**src/rtl/id_stage.sv**
```systemverilog
// id_stage: decode/register-read stage with a pending-write scoreboard feeding one registered ALU slot.
module id_stage #(
  parameter int DATA_W = 16
) (
  input  logic              clk_i,
  input  logic              rst_i,
  input  logic [15:0]       instr_i,
  input  logic              in_valid_i,
  output logic              in_ready_o,
  output logic [DATA_W-1:0] rs1_data_o,
  output logic [DATA_W-1:0] rs2_data_o,
  output logic [DATA_W-1:0] imm_o,
  output logic [3:0]        func4_o,
  output logic              imm_en_o,
  output logic [2:0]        rd_o,
  output logic              out_valid_o,
  input  logic              out_ready_i,
  input  logic              wb_en_i,
  input  logic [2:0]        wb_rd_i,
  input  logic [DATA_W-1:0] wb_data_i,
  output logic              illegal_o,
  output logic              busy_o
);
  logic [DATA_W-1:0] rf_q [8];
  logic [7:0] pend_q, pend_eff, wb_mask, set_mask;
  logic [DATA_W-1:0] rs1_q, rs2_q, imm_q, rs1_val, rs2_val, imm_val;
  logic [3:0] func4_q;
  logic imm_en_q, out_valid_q, illegal_q;
  logic [2:0] rd_q;
  logic ie, legal, hazard, accept;
  logic [3:0] f4;
  logic [2:0] rd, rs1, rs2;
  assign ie  = instr_i[15];
  assign f4  = instr_i[14:11];
  assign rd  = instr_i[10:8];
  assign rs1 = instr_i[7:5];
  assign rs2 = instr_i[4:2];
  assign legal = f4 <= 4'd8;
  assign imm_val = ie ? {{(DATA_W-5){instr_i[4]}}, instr_i[4:0]} : '0;
  // writeback in the same cycle is forwarded; r0 never forwards
  assign rs1_val = rs1 == 3'd0 ? '0 : (wb_en_i && wb_rd_i == rs1) ? wb_data_i : rf_q[rs1];
  assign rs2_val = (ie || rs2 == 3'd0) ? '0 : (wb_en_i && wb_rd_i == rs2) ? wb_data_i : rf_q[rs2];
  assign wb_mask  = wb_en_i ? 8'd1 << wb_rd_i : 8'd0;
  assign pend_eff = pend_q & ~wb_mask;
  assign hazard   = pend_eff[rs1] | (!ie & pend_eff[rs2]) | pend_eff[rd];
  assign in_ready_o = !rst_i && !hazard && (!out_valid_q || out_ready_i);
  assign accept   = in_valid_i && in_ready_o;
  assign set_mask = (accept && legal && rd != 3'd0) ? 8'd1 << rd : 8'd0;
  always_ff @(posedge clk_i) begin
    if (rst_i) begin
      pend_q <= '0;
      out_valid_q <= 1'b0;
      illegal_q <= 1'b0;
      rs1_q <= '0;
      rs2_q <= '0;
      imm_q <= '0;
      func4_q <= '0;
      imm_en_q <= 1'b0;
      rd_q <= '0;
      for (int i = 0; i < 8; i++) rf_q[i] <= '0;
    end else begin
      pend_q <= (pend_q & ~wb_mask) | set_mask;
      illegal_q <= accept && !legal;
      if (wb_en_i && wb_rd_i != 3'd0) rf_q[wb_rd_i] <= wb_data_i;
      if (accept && legal) begin
        out_valid_q <= 1'b1;
        rs1_q <= rs1_val;
        rs2_q <= rs2_val;
        imm_q <= imm_val;
        func4_q <= f4;
        imm_en_q <= ie;
        rd_q <= rd;
      end else if (out_ready_i) begin
        out_valid_q <= 1'b0;
      end
    end
  end
  assign rs1_data_o  = rs1_q;
  assign rs2_data_o  = rs2_q;
  assign imm_o       = imm_q;
  assign func4_o     = func4_q;
  assign imm_en_o    = imm_en_q;
  assign rd_o        = rd_q;
  assign out_valid_o = out_valid_q;
  assign illegal_o   = illegal_q;
  assign busy_o      = |pend_q;
endmodule
```
**config.mk**
```make
export PLATFORM = sky130hd
export DESIGN_NAME = id_stage
export DESIGN_NICKNAME = d
export VERILOG_FILES = /design/src/rtl/id_stage.sv
export SDC_FILE = /design/constraint.sdc
export NUM_CORES = 1
export LEC_CHECK = 0
export BUFFER_PORTS_ARGS = -buffer_cell sky130_fd_sc_hd__buf_4
export CORE_MARGIN = 4
export CORE_UTILIZATION = 58
export DETAILED_ROUTE_END_ITERATION = 6
export PLACE_DENSITY = 0.81
export SLEW_MARGIN = 20
export SYNTH_ARGS = -nofsm -noshare
export SYNTH_HDL_FRONTEND = slang
export SYNTH_SLANG_ARGS = --single-unit
```
**constraint.sdc**
```tcl
create_clock -name clk_i -period 2.5 [get_ports clk_i]
set_clock_uncertainty 0.05 [all_clocks]
set_input_delay 0.25 -clock clk_i [delete_from_list [all_inputs] [get_ports clk_i]]
set_output_delay 0.25 -clock clk_i [all_outputs]
set_load 0.01 [all_outputs]
```
==> flow_metrics.env, run 1 <==
export IMPL_numPortBuffers=99
export IMPL_leakage_nw=4.28
export IMPL_final_cell_mix="buf_4, edfxtp_1, and2_1"
export IMPL_antenna_found_initial=0
export IMPL_vias=7126
export IMPL_cts_sinks=183
export IMPL_arrival_ns=2.76
export IMPL_fin_ws_ns=0.0596
export IMPL_synth_edff_count=128
export IMPL_synth_distinct_cells=61
export IMPL_routedWlPerCell_um=23.9
export IMPL_layout_drive_gt1_share_pct=29.4
export IMPL_reg2reg_depth=8
export IMPL_grt_max_degree=45
export IMPL_grt_util_all_layers_pct=28.8
export IMPL_place_gp_congestion=0.917
export IMPL_routed_wl_mm=25.9
export IMPL_utilization_pct=69.3
export IMPL_chipHeight_um=137
export IMPL_required_ns=2.82
export IMPL_gr_total_overflow=0
export IMPL_syn_inst=755
export IMPL_netlist_area_um2=9700
export IMPL_worstHoldStart="instr_i[10]"
export IMPL_dieArea_um2=18800
export IMPL_syn_avg_cell_area_um2=12.8
export IMPL_worst_setup_path_end_kind="register"
export IMPL_place_inst=1050
export IMPL_dr_pass1_iters=5
export IMPL_nFillCells=1135
export IMPL_fin_nets=892
export IMPL_worstSetupStartpointType="register"
export IMPL_antenna_left=0
export IMPL_cts_buffer_depth=2
export IMPL_total_power_mw=7.34
export IMPL_r2r_end="pend_q[5]$_SDFF_PP0_"
export IMPL_rrSetupSlack_ns=0.06
export IMPL_final_max_slew_viol_count=0
export IMPL_async_flop_share_pct=0
export IMPL_dp_slack_ns=0.171
export IMPL_ys_flop_type="edfxtp_1"
export IMPL_peakVddDrop_mv=0.531
export IMPL_finalHoldViolations=0
export IMPL_cts_tree="yes"
export IMPL_drt_initial_drc_count=685
export IMPL_synthToLayoutAreaGrowth_pct=17.6
export IMPL_numCtsBuffers=17
export IMPL_seq_area_frac_synth_pct=51.0
export IMPL_min_path_cells=2
export IMPL_min_path_type="primary input to register"
export IMPL_final_setup_viol_count=0
export IMPL_final_min_clock_period_ns=2.44
export IMPL_vias_per_cell=6.57
export IMPL_path_class="register to register"
export IMPL_start_util_pct=58.9
export IMPL_num_io_pins=100
export IMPL_hold_ws_ns=0.0238
export IMPL_core_um2=16500
export IMPL_ys_seq_elements=183
export IMPL_path_clk_slew_ns=0.07
export IMPL_final_cells=1085
export IMPL_diodes=0
export IMPL_htreeDepth=4
export IMPL_hpwl_mm=16.6
export IMPL_layout_commonest_cell="buf_4"
export IMPL_yosys_warnings=0
export IMPL_drc_errors=0
export IMPL_num_rows=47
export IMPL_max_clock_freq_mhz=410
export IMPL_fin_crit_sh_pct=97.6
export IMPL_r2r_start="pend_q[7]$_SDFF_PP0_"
export IMPL_relSlewSlack_pct=53.6
export IMPL_insertion_delay_ns=0.43
export IMPL_p_per_area_nw_per_um2=644
export IMPL_multi_input_area_um2=4380
export IMPL_root_buffer="clkbuf_16"
export IMPL_grt_pass1_wl_mm=39.7
export IMPL_drv_cap=0
export IMPL_register_area_um2=4950
export IMPL_die_width_um=137
export IMPL_worst_slew_pin_slew_ns=0.692
export IMPL_grt_pass1_vias=7010
export IMPL_hold_path_end="pend_q[2]$_SDFF_PP0_"
export IMPL_status="finished, final reports clean"
export IMPL_crit_fanout=24
how the worst max path moves through the flow:
stage | cells after the start | slack, ns | to | from
5_1_grt | 7 | -0.03 | in_ready_o | pend_q[1]$_SDFF_PP0_
4_1_cts | 7 | 0.03 | in_ready_o | pend_q[7]$_SDFF_PP0_
3_3_place_gp | 8 | 0.16 | pend_q[5]$_SDFF_PP0_ | wb_rd_i[2]
6_report | 8 | 0.06 | pend_q[5]$_SDFF_PP0_ | pend_q[7]$_SDFF_PP0_
3_5_place_dp | 8 | 0.17 | pend_q[5]$_SDFF_PP0_ | wb_rd_i[2]
2_1_floorplan | 3 | 0.25 | rf_q[1][0]$_SDFFCE_PN0P_ | wb_rd_i[1]
flip-flops by register name, summed over array words and instances (netlist names):
name and flops:
rs1_data_o 16, out_valid_o 1, func4_o 4, illegal_o 1, pend_q 8, imm_o 5
rs2_data_o 16, rf_q 128, rd_o 3, imm_en_o 1
routing by layer:
metal / GRT usage [%] / part of all wire [%] / wire, µm / vias up
met2: 48.1 / 50 / 13100 / 444
met4: 13.2 / 2.9 / 763 / 0
li1: - / - / - / 3086
met1: 35.9 / 36 / 9440 / 3523
met5: 0 / 0 / 0 / -
met3: 6.39 / 10 / 2660 / 73
cell families after synthesis:
family / Yosys count / synth area share (%)
buf+inv: 83 / 4.59
flops: 183 / 51.0
xor+xnor: 6 / 0.542
compound gates: 116 / 9.83
simple gates: 269 / 15.7
mux: 97 / 18.3
other cells: 1 / 0.0387
repair_timing:
item,in CTS,in global routing
gates cloned,1,0
resized for setup,1,3
buffers inserted,1,1
hold buffers,0,0
pin swaps,1,1
setup endpoints to repair,1,2
final cells by class:
class                           instances  area share (%)
Timing Repair Buffer                  140            10.1
Inverter                                6           0.197
Multi-Input combinational cell        504            38.4
Clock buffer                           19            3.80
Sequential cell                       183            43.4
Tap cell                              220            2.41
Clock inverter                         13            1.68
where the power goes:
group | internal (mW) | total, mW | switching [mW]
clock network | 1.69 | 2.85 | 1.17
logic | 0.454 | 0.985 | 0.530
registers | 3.41 | 3.50 | 0.0927
total | 5.55 | 7.34 | 1.79
synthesized netlist by cell type (2+ instances only):
master | count | share of area [%]
nand4b_1 | 2 | 0.18
mux4_2 | 64 | 15
a21oi_1 | 9 | 0.46
nand4bb_1 | 3 | 0.35
inv_1 | 5 | 0.19
nor2b_1 | 3 | 0.19
clkbuf_1 | 33 | 1.3
and3_1 | 2 | 0.13
nor3_1 | 47 | 2.4
nand2_1 | 57 | 2.2
nand2b_1 | 4 | 0.26
and4bb_1 | 2 | 0.26
buf_2 | 17 | 0.88
o32a_1 | 2 | 0.21
o21ai_0 | 3 | 0.15
nand3_1 | 15 | 0.77
nor4_1 | 5 | 0.32
or3_1 | 2 | 0.13
nor2_1 | 4 | 0.15
dfxtp_1 | 55 | 11
a31o_1 | 36 | 3.3
xnor2_1 | 6 | 0.54
and2_1 | 113 | 7.3
o21ai_1 | 8 | 0.41
buf_6 | 6 | 0.70
buf_1 | 3 | 0.12
o211ai_1 | 34 | 2.6
buf_4 | 18 | 1.4
mux2i_1 | 32 | 3.3
a41oi_2 | 2 | 0.34
a32o_1 | 3 | 0.31
edfxtp_1 | 128 | 40
nand4_1 | 4 | 0.26
critical path, cell delays in order (launching register included):
cell and delay [ns]:
dfxtp_1 0.37, mux2_2 0.29, nand2_1 0.10, o221ai_2 0.14, a32o_2 0.30, buf_4 0.15
bufbuf_16 0.29, or4_1 0.51, a21oi_2 0.16
stage by stage:
step	setup TNS [ns]	area, µm²
after floorplan	0	9750
after global placement	0	10700
after detailed placement	0	10700
after CTS	0	11400
after global routing	-0.0345	11400
final	0	11400
No activity file was read; power rests on OpenSTA's default activity.
==> run 2: changes to the inputs <==
--- a/config.mk
+++ b/config.mk
@@ -9,7 +9,7 @@
 export CORE_MARGIN = 4
 export CORE_UTILIZATION = 58
 export DETAILED_ROUTE_END_ITERATION = 6
-export PLACE_DENSITY = 0.81
+export PLACE_DENSITY = 0.88
 export SLEW_MARGIN = 20
 export SYNTH_ARGS = -nofsm -noshare
 export SYNTH_HDL_FRONTEND = slang
==> run 2 against run 1 <==
  * First-iteration DRC count increased by 16%
  * Cell area fell by 0.72%
  * Critical path type is now register to output pin
  * Sequential cell count stayed put
  * Global-route usage barely moved
  * Largest power group unchanged
  * Count of clock-buffer cells in the layout is 1 lower
  * Via count rose by 0.76%
  * Clock power down 5%
==> flow_metrics.env, run 2 (synthesis results as in run 1) <==
export IMPL_layout_drive_gt1_share_pct=29.3
export IMPL_dr_pass1_iters=5
export IMPL_grt_busiest_layer="met2"
export IMPL_worst_setup_path_end_kind="output pin"
export IMPL_numPortBuffers=99
export IMPL_cts_hold_buf=0
export IMPL_layout_commonest_cell="buf_4"
export IMPL_grt_pass1_wl_mm=39.8
export IMPL_drc_errors=0
export IMPL_hold_ws_ns=0.0116
export IMPL_die_width_um=137
export IMPL_place_inst=1053
export IMPL_path_class="register to output pin"
export IMPL_routedWlPerCell_um=24.5
export IMPL_final_cells=1087
export IMPL_final_cell_mix="buf_4, edfxtp_1, and2_1"
export IMPL_required_ns=2.20
export IMPL_final_max_slew_viol_count=0
export IMPL_peakVddDrop_mv=0.510
export IMPL_routed_wl_mm=26.6
export IMPL_antenna_left=0
export IMPL_gr_total_overflow=0
export IMPL_grt_util_all_layers_pct=28.7
export IMPL_final_min_clock_period_ns=2.36
export IMPL_place_gp_congestion=0.874
export IMPL_hpwl_mm=16.8
export IMPL_cts_buffer_depth=2
export IMPL_relSlewSlack_pct=66.2
export IMPL_total_power_mw=7.20
export IMPL_vias_per_cell=6.61
export IMPL_root_buffer="clkbuf_16"
export IMPL_chipHeight_um=137
export IMPL_fin_crit_sh_pct=94.3
export IMPL_cts_resized=0
export IMPL_cts_sinks=183
export IMPL_rsz0062_at_grt="false"
export IMPL_htreeDepth=4
export IMPL_insertion_delay_ns=0.44
export IMPL_grt_pass1_vias=7202
export IMPL_synthToLayoutAreaGrowth_pct=16.8
export IMPL_fin_nets=894
export IMPL_grt_use_met2_pct=49.1
export IMPL_start_util_pct=58.9
export IMPL_worst_slew_pin_slew_ns=0.507
export IMPL_drt_initial_drc_count=798
export IMPL_grt_util_met1_pct=34.6
export IMPL_antenna_found_initial=0
export IMPL_finalSetupTns_ns=0
export IMPL_status="finished, final reports clean"
export IMPL_largest_reg_flops=128
export IMPL_crit_fanout=4
export IMPL_min_path_type="primary input to register"
export IMPL_max_clock_freq_mhz=424
export IMPL_gr_usage_met3_pct=5.77
export IMPL_finalHoldViolations=0
export IMPL_dieArea_um2=18800
export IMPL_cts_tree="yes"
export IMPL_worstSetupStartpointType="register"
export IMPL_final_setup_viol_count=0
export IMPL_num_io_pins=100
export IMPL_path_clk_slew_ns=0.08
export IMPL_numCtsBuffers=17
export IMPL_num_rows=47
export IMPL_leakage_nw=4.27
export IMPL_arrival_ns=2.06
export IMPL_nFillCells=1138
export IMPL_drv_cap=0
export IMPL_vias=7180
export IMPL_core_um2=16500
export IMPL_diodes=0
export IMPL_regMostFlops="rf_q"
export IMPL_grt_max_degree=43
export IMPL_p_per_area_nw_per_um2=636
-- run 2: through the flow --
| step | instance area, µm² | setup WS, ns | util, % |
|---|---|---|---|
| finish | 11300 | 0.142 | 68.8 |
| global route | 11300 | 0.0519 | 68.8 |
| CTS | 11300 | 0.0594 | 68.7 |
| detailed placement | 10700 | 0.180 | 65.0 |
| global placement | 10700 | 0.138 | 65.0 |
| floorplan | 9750 | 0.250 | - |
-- run 2: what timing repair did --
item                       4_1_cts  5_1_grt
setup endpoints to repair        0        1
hold endpoints to repair         0        0
setup buffers                    0        2
-- run 2: worst max-delay path: stages, from the launching register on --
cell       delay (ns)
dfxtp_1          0.39
inv_1            0.09
o311ai_0         0.39
a2bb2oi_1        0.31
a32o_2           0.23
nor3_1           0.07
buf_4            0.14
-- run 2: cell type report --
class | instances | area, µm² | area share, %
repair buffers | 142 | 1100 | 9.75
clock inverters | 14 | 150 | 1.33
well taps | 220 | 275 | 2.43
flip-flops and latches | 183 | 4940 | 43.7
multi-input cells | 504 | 4370 | 38.6
clock buffers | 18 | 450 | 3.98
inverters | 6 | 22.5 | 0.199
-- run 2: power by group --
| group | leakage [nW] | total [mW] | internal, mW | switching (mW) |
|---|---|---|---|---|
| combinational | 2.28 | 0.981 | 0.443 | 0.538 |
| sequential | 1.68 | 3.50 | 3.41 | 0.0906 |
| clock | 0.301 | 2.72 | 1.40 | 1.31 |
| total | 4.27 | 7.20 | 5.25 | 1.94 |
-- run 2: metal layers --
metal  share of wire (%)  wire (µm)
met2                  51      13700
met3                 8.5       2260
met4                 5.2       1380
met5                   0          0
met1                  35       9350
-- run 2: final timing paths --
kind,startpoint,to,slack (ns),cells after the start
worst max-delay path,pend_q[4]$_SDFF_PP0_,in_ready_o,0.14,6
worst min-delay path,instr_i[10],pend_q[2]$_SDFF_PP0_,0.01,2
worst max register to register,pend_q[4]$_SDFF_PP0_,rs2_data_o[15]$_SDFFE_PP0P_,0.27,8
worst min register to register,rs2_data_o[11]$_SDFFE_PP0P_,rs2_data_o[11]$_SDFFE_PP0P_,0.44,1
